==> config.mk <==
export PLATFORM = sky130hd
export DESIGN_NAME = rrat_commit
export DESIGN_NICKNAME = d
export VERILOG_FILES = /design/src/rtl/rrat_commit.sv
export SDC_FILE = /design/constraint.sdc
export NUM_CORES = 1
export LEC_CHECK = 0
export BUFFER_PORTS_ARGS = -buffer_cell sky130_fd_sc_hd__buf_2
export CORE_MARGIN = 3
export CORE_UTILIZATION = 30
export DETAILED_ROUTE_END_ITERATION = 10
export PLACE_DENSITY_LB_ADDON = 0.25
export SLEW_MARGIN = 5
export SYNTH_ARGS = -nofsm -noshare
export SYNTH_HDL_FRONTEND = slang
export SYNTH_SLANG_ARGS = --single-unit
==> constraint.sdc <==
create_clock -name clk -period 4.4 [get_ports clk]
set_input_delay 0.44 -clock clk [delete_from_list [all_inputs] [get_ports clk]]
set_output_delay 0.44 -clock clk [all_outputs]
set_load 0.02 [all_outputs]
==> src/rtl/rrat_commit.sv <==
// ---------------------------------------------------------------------------
// rrat_commit
//   Retirement register alias table plus physical-register reclaim FIFO.
//   Sits directly behind the ROB commit port. Every accepted commit group
//   updates the committed arch->phys map. Each displaced physical register
//   is queued in a small free FIFO, and the FIFO drains into the rename
//   free list.
//
//   Handshake: the ROB pops a group only when i_commit_valid is high and
//   o_commit_stall is low (accept). On the drain side, all asserted
//   o_free_valid slots are consumed on any cycle with i_free_ready high.
//   o_commit_stall is a pure function of the registered FIFO count.
//
//   Optional feature macro: RRAT_RETIRE_CNT_EN adds o_retire_count.
//
// Ports
//   clk, rst            clock, synchronous active-high reset
//   i_commit_valid      ROB presents a commit group
//   i_commit_slot_en    per-slot real instruction
//   i_commit_rd_arch    per-slot architectural destination
//   i_commit_rd_phys    per-slot physical destination from rename
//   i_commit_rd_we      per-slot writes a register
//   o_commit_stall      ROB must not pop this cycle
//   o_free_valid        per-slot reclaimed register valid (slot 0 oldest)
//   o_free_preg         per-slot reclaimed physical register
//   i_free_ready        free list takes every valid slot this cycle
//   o_rrat_map          committed mapping, used for flush recovery
//   o_retire_count      retired instruction count (RRAT_RETIRE_CNT_EN only)
// ---------------------------------------------------------------------------
module rrat_commit #(
  parameter int SS         = 2,
  parameter int N_ARCH     = 32,
  parameter int N_PHYS     = 64,
  parameter int FREE_DEPTH = 8,
  localparam int PW        = $clog2(N_PHYS)
) (
  input  logic                         clk,
  input  logic                         rst,
  input  logic                         i_commit_valid,
  input  logic [SS-1:0]                i_commit_slot_en,
  input  logic [SS-1:0][4:0]           i_commit_rd_arch,
  input  logic [SS-1:0][PW-1:0]        i_commit_rd_phys,
  input  logic [SS-1:0]                i_commit_rd_we,
  output logic                         o_commit_stall,
  output logic [SS-1:0]                o_free_valid,
  output logic [SS-1:0][PW-1:0]        o_free_preg,
  input  logic                         i_free_ready,
  output logic [N_ARCH-1:0][PW-1:0]    o_rrat_map
`ifdef RRAT_RETIRE_CNT_EN
  ,
  output logic [63:0]                  o_retire_count
`endif
);

  localparam int AW = $clog2(FREE_DEPTH);
  localparam int CW = AW + 1;
  // A full group of SS pushes must always fit, so stall once fewer than SS
  // entries remain free.
  localparam logic [CW-1:0] STALL_TH = CW'(FREE_DEPTH - SS);

  logic [N_ARCH-1:0][PW-1:0] r_map;
  logic [PW-1:0]             r_fifo [FREE_DEPTH];
  logic [AW-1:0]             r_head;
  logic [AW-1:0]             r_tail;
  logic [CW-1:0]             r_count;

  logic                      w_accept;
  logic [SS-1:0]             w_eff;
  logic [N_ARCH-1:0][PW-1:0] w_map_next;
  logic [SS-1:0][PW-1:0]     w_old;
  logic [SS-1:0][AW-1:0]     w_off;
  logic [CW-1:0]             w_push_cnt;
  logic [CW-1:0]             w_pop_cnt;

  assign o_commit_stall = (r_count > STALL_TH);
  assign w_accept       = i_commit_valid & ~o_commit_stall;

  // Effective write: retiring slot that writes a register other than x0.
  always_comb begin
    for (int i = 0; i < SS; i++) begin
      w_eff[i] = w_accept & i_commit_slot_en[i] & i_commit_rd_we[i] &
                 (i_commit_rd_arch[i] != 5'd0);
    end
  end

  // Apply slots in order so each slot sees the mapping left by older slots
  // of the same group; w_off compacts the pushes onto consecutive entries.
  always_comb begin
    logic [AW-1:0] v_acc;
    w_map_next = r_map;
    v_acc      = '0;
    for (int i = 0; i < SS; i++) begin
      w_old[i] = w_map_next[i_commit_rd_arch[i]];
      w_off[i] = v_acc;
      if (w_eff[i]) begin
        w_map_next[i_commit_rd_arch[i]] = i_commit_rd_phys[i];
        v_acc = v_acc + AW'(1);
      end
    end
    w_push_cnt = {1'b0, v_acc};
  end

  // Drain side: the head SS entries are shown, all of them popped on ready.
  always_comb begin
    w_pop_cnt = '0;
    for (int i = 0; i < SS; i++) begin
      o_free_valid[i] = (r_count > CW'(i));
      o_free_preg[i]  = r_fifo[r_head + AW'(i)];
      if (i_free_ready && o_free_valid[i]) begin
        w_pop_cnt = w_pop_cnt + CW'(1);
      end
    end
  end

  always_ff @(posedge clk) begin
    if (rst) begin
      for (int i = 0; i < N_ARCH; i++) begin
        r_map[i] <= PW'(i);
      end
      r_head  <= '0;
      r_tail  <= '0;
      r_count <= '0;
    end else begin
      r_map   <= w_map_next;
      r_head  <= r_head + w_pop_cnt[AW-1:0];
      r_tail  <= r_tail + w_push_cnt[AW-1:0];
      r_count <= r_count + w_push_cnt - w_pop_cnt;
    end
  end

  // Entry storage needs no reset: the count gates what is visible.
  always_ff @(posedge clk) begin
    for (int i = 0; i < SS; i++) begin
      if (w_eff[i]) begin
        r_fifo[r_tail + w_off[i]] <= w_old[i];
      end
    end
  end

  assign o_rrat_map = r_map;

`ifdef RRAT_RETIRE_CNT_EN
  logic [63:0] r_retire_count;
  logic [63:0] w_ret_inc;

  // Counts every retiring slot, writing or not.
  always_comb begin
    w_ret_inc = '0;
    for (int i = 0; i < SS; i++) begin
      if (w_accept && i_commit_slot_en[i]) begin
        w_ret_inc = w_ret_inc + 64'd1;
      end
    end
  end

  always_ff @(posedge clk) begin
    if (rst) begin
      r_retire_count <= '0;
    end else begin
      r_retire_count <= r_retire_count + w_ret_inc;
    end
  end

  assign o_retire_count = r_retire_count;
`endif

endmodule

* Yosys cells after proc, flatten, opt, wreduce, memory -nomap -nowiden
Memories as Yosys holds them, arrays and structs flattened. A register that Yosys moved wholly into a read port is not among the register bits.
Cells that the tools add are included.
** Storage, ports and cells
- Input bits :: 30
- Memories kept :: 1
- Output and inout bits :: 207
- RAM bits :: 48
- Bits in registers :: 202
** Memory list
- r_fifo :: words 8, width 6, rd ports 2, clocked after Yosys merged registers in 1, wr ports 2, line 62 : logic [PW-1:0] r_fifo [FREE_DEPTH];
** Operators by class
- Multiplexer cells :: 21
- Reductions and logical operators :: 6
- $add $sub $neg :: 8
- $lt $le $gt $ge :: 7
- Bitwise operators :: 8
** Operators by type and width (count)
- bitwise mux 192 bit :: 2
- 2-to-1 mux 192 bit :: 2
- binary-select mux 6 bit (select 5 bit) :: 2
- demux 6 bit (select 5 bit) :: 2
- 2-to-1 mux 6 bit :: 4
- less-than comparator 5 x 6 -> 1 bit (second input constant) :: 2
- >= comparator 5 x 1 -> 1 bit (second input constant) :: 2
- nonzero test 5 bit :: 2
- adder 3 bit :: 3
- greater-than comparator 4 x 1 -> 1 bit (second input constant) :: 2
- bitwise AND 1 bit :: 7
- adder 3 x 1 -> 3 bit (second input constant) :: 2
- 2-to-1 mux 1 bit :: 6
- 2-to-1 mux 3 bit :: 2
- adder 4 x 1 -> 4 bit (second input constant) :: 1
- adder 4 x 3 -> 4 bit :: 1
- greater-than comparator 4 x 3 -> 1 bit (second input constant) :: 1
- logical AND 1 bit :: 4
- 2-to-1 mux 4 bit :: 1
- subtractor 4 bit :: 1
- NOT 1 bit :: 1

* Logic depth before layout (Yosys ltp)
- Word-level depth :: 11
- Gate-level depth with buffers :: 18

* Worst setup path before layout
No wires, ideal clock.
- Kind :: flip-flop to flip-flop
- Start point :: reg r_count[3]
- End point :: mem r_fifo[4][0] in the netlist's numbering, enable pin
- Data arrival time :: 3797 ps
- Buffers on the path :: 4
- Path slack :: 243 ps
- Data required time :: 4040 ps
- Stages on the path, launching flop included :: 14
- Setup time :: 360 ps
- Path through :: dfxtp_1 inv_1 ha_1 a21boi_2 buf_4 buf_2 buf_1 nor2_1 and3_1 ha_1 or3_1 clkbuf_1 nor3_1 o21bai_1
** RTL lines
- start: declaration :: line 65 : logic [CW-1:0] r_count;
- start signal: assignment :: line 127 : r_count <= r_count + w_push_cnt - w_pop_cnt;
- end: declaration :: line 62

==> metrics.md <==
| Metric | Value |
|---|---|
| Status | finished, final reports clean |
| CTS Buf Count | 30 |
| Post-placement cell area | 19400 sq um |
| Syn avg cell area | 9.42 sq um |
| Crit end category | flop |
| Synth async-reset ratio | 0% |
| Drt via density | 5.99 |
| Worst r2r path cells | 11 |
| Total Wirelength | 83600 um |
| Util after Layout | 36.7% |
| Core area | 55700 sq um |
| Design Area, Final | 20500 sq um |
| Clock sink total | 250 |
| Placed insts | 2731 |
| Critical Path End | r_fifo[6][0] |
| Clock root buffer | clkbuf_16 |
| RSZ-0062 raised after global routing | no |
| Final-report setup violation count | 0 |
| Final setup skew | 32.8 ps |
| Final GP Congestion | 0.998 |
| Most common cell in the synthesized netlist | mux2i_1 |
| Fin. max-slew vios | 0 |
| Crit path cell chain | inv_1, ha_1, a21boi_4, buf_4, nor4_4, buf_4, mux2i_1, o22ai_1, or4_1, nor4_4, a21oi_1 |
| Final period util | 97.0% |
| Full die area | 60000 sq um |
| H-tree depth | 1 |
| Net count after synthesis | 1865 |
| Crit Path Category | flop to flop |
| Ranking of synthesized cells by area | dfxtp_1 (24%), mux2i_1 (14%), mux4_2 (11%), edfxtp_1 (8.4%), a211oi_1 (4.3%) |
| Synth Instances | 1818 |
| Initial Utilization | 30.7% |
| CP max stage cell | a21boi_4 |
| Ys flop type | dfxtp_1 |
| Worst R2R End | r_fifo[6][0] |
| 1st-pass router iterations | 6 |
| R2R setup slack | 130 ps |
| Largest net degree at the start of global routing | 128 |
| WL per Instance | 30.0 um |
| Post-route antenna net violation count | 0 |
| Die height | 245 um |
| Crit path launch | r_count[3] |
| CP arrival | 4550 ps |
| Post-synth top area share | 23.6% |
| Distinct cells, synth | 74 |
| First-pass GRT wire length | 119000 um |
| Worst-path clk slew | 70 ps |
| Clock Path Buffers | 3 |
| Peak per-stage delay on the critical path | 860 ps |
| CTS tree | done |
| Synth top cells by count | mux2i_1 (238), dfxtp_1 (202), nor2_1 (163), nand2_1 (145), clkbuf_1 (138) |
| Sequential fraction of the synthesis area | 32.0% |
| Lkg Pwr | 6.94 nW |
| Path category of the worst min-delay check | input port to flop |
| Area growth, synth to finish | 19.4% |
| Pwr dens | 336 nW/um^2 |
| Vias in the first global route | 16100 |
| Site row count | 86 |
| Fmax achieved | 0.234 GHz |
| Worst slew pin tran | 1090 ps |
| Req. time, crit path | 4690 ps |
| Synth Register Bits | 250 |
| HPWL Detailed | 61900 um |
| EDFF count, synth | 48 |
| Max Cap Viol | 0 |
| Hold Startpoint | i_commit_rd_phys[6] |
| Hold Vio Cnt, Final | 0 |
| Largest area contributor in the netlist | dfxtp_1 |
| IO Count | 237 |
| Layout cells sized above 1 | 28.9% |
| Initial antenna violation count | 4 |
| Mapped Area | 17100 sq um |
| VDD IR max | 0.000304 V |
| 1st-iter DRT viols | 1921 |
| Final cell count without fillers | 2787 |
| YS warnings | 0 |
| Crit-path max FO | 21 |
| PortBufs | 236 |
| Clock Latency Late Sink | 600 ps |
| Min Tclk post-route | 4270 ps |
| Final nets | 2062 |
| Startpoint types | flop |
| Vias post-DR | 16700 |
| R2r startpoint | r_count[3] |
| # DRC | 0 |
| Slew headroom | 26.9% |
| Die Width | 245 um |
| Hold buffers post-CTS | 0 |
| Total gr overflow | 0 |
| GR Util All Layers | 26.9% |
[flip-flops by register name, summed over array words and instances, names as in the netlist]
name and flops:
o_rrat_map 192, r_count 4, r_fifo 48, r_head 3
r_tail 3
[worst min path at each step]
stage	to	slack [ps]	cells after the start
floorplan	o_rrat_map[0]	560	1
global placement	o_rrat_map[84]	510	2
detailed placement	o_rrat_map[84]	520	2
CTS	o_rrat_map[60]	400	3
global route	o_rrat_map[168]	480	3
finish	o_rrat_map[60]	440	3
[power breakdown]
part,switching (W),internal (W),leakage (nW)
sequential,0.0000537,0.00239,2.08
clock,0.00109,0.00159,0.494
combinational,0.00107,0.000682,4.37
total,0.00222,0.00466,6.94
[critical path, delay by kind of cell (launching register included)]
| kind | cells | cell delay [ps] |
|---|---|---|
| AND/OR/NAND/NOR | 3 | 1300 |
| AO/OA/AOI/OAI | 3 | 1140 |
| buffers and inverters | 3 | 640 |
| flip-flops | 1 | 350 |
| multiplexers | 1 | 270 |
| adder cells (fa/ha/maj) | 1 | 250 |
[routing by layer]
layer	GRT usage, %	routed length (um)
met1	35.5	33800
met2	43.4	38400
met3	5.20	7530
met4	10.9	3870
met5	0	7
[final cells by class]
type	instances	area, sq um
Sequential cell	250	5490
Clock inverter	11	165
Timing Repair Buffer	353	2070
Antenna cell	1	2.50
Multi-Input combinational cell	1360	10900
Tap cell	748	936
Fill cell	5723	35300
Clock buffer	44	865
Inverter	20	75.1
[cells by family after synthesis]
group	count (synthesis)	share of synthesized area, %
and+or+nand+nor	646	20.7
muxes	361	27.4
AOI/OAI and AO/OA	327	13.0
DFF	250	32.0
buffers and inverters	208	5.01
adders and majority gates	17	1.42
xor gates and xnor gates	9	0.460
[stage by stage]
stage	hold WS (ps)	TNS (ps)	worst slack (ps)	power (W)
2_1_floorplan	564	0	243	0.00369
3_3_place_gp	507	-387	-56.3	0.00421
3_5_place_dp	523	-907	-94.8	0.00424
4_1_cts	404	0	66.7	0.00690
5_1_grt	478	0	28.1	0.00711
6_report	441	0	132	0.00688
[layout by cell type (no fill, tap or decap), types with 25 or more instances in the layout]
cell type | netlist | layout
nor2_1 | 163 | 163
mux2_2 | 39 | 39
dfxtp_1 | 202 | 202
edfxtp_1 | 48 | 48
nand2b_1 | 75 | 75
nand2_1 | 145 | 145
mux2i_1 | 238 | 238
a21oi_1 | 42 | 42
o22ai_1 | 45 | 45
a211oi_1 | 97 | 97
nor4_2 | 23 | 25
clkbuf_16 | 0 | 31
o21ai_0 | 65 | 65
buf_4 | 7 | 118
buf_2 | 17 | 234
mux4_2 | 82 | 82
nand3_1 | 90 | 90
[repair_timing]
item | 4_1_cts | 5_1_grt
gates resized for setup | 0 | 3
setup endpoints to repair | 0 | 16
setup buffers | 0 | 0
No activity file was read; power rests on OpenSTA's default activity.
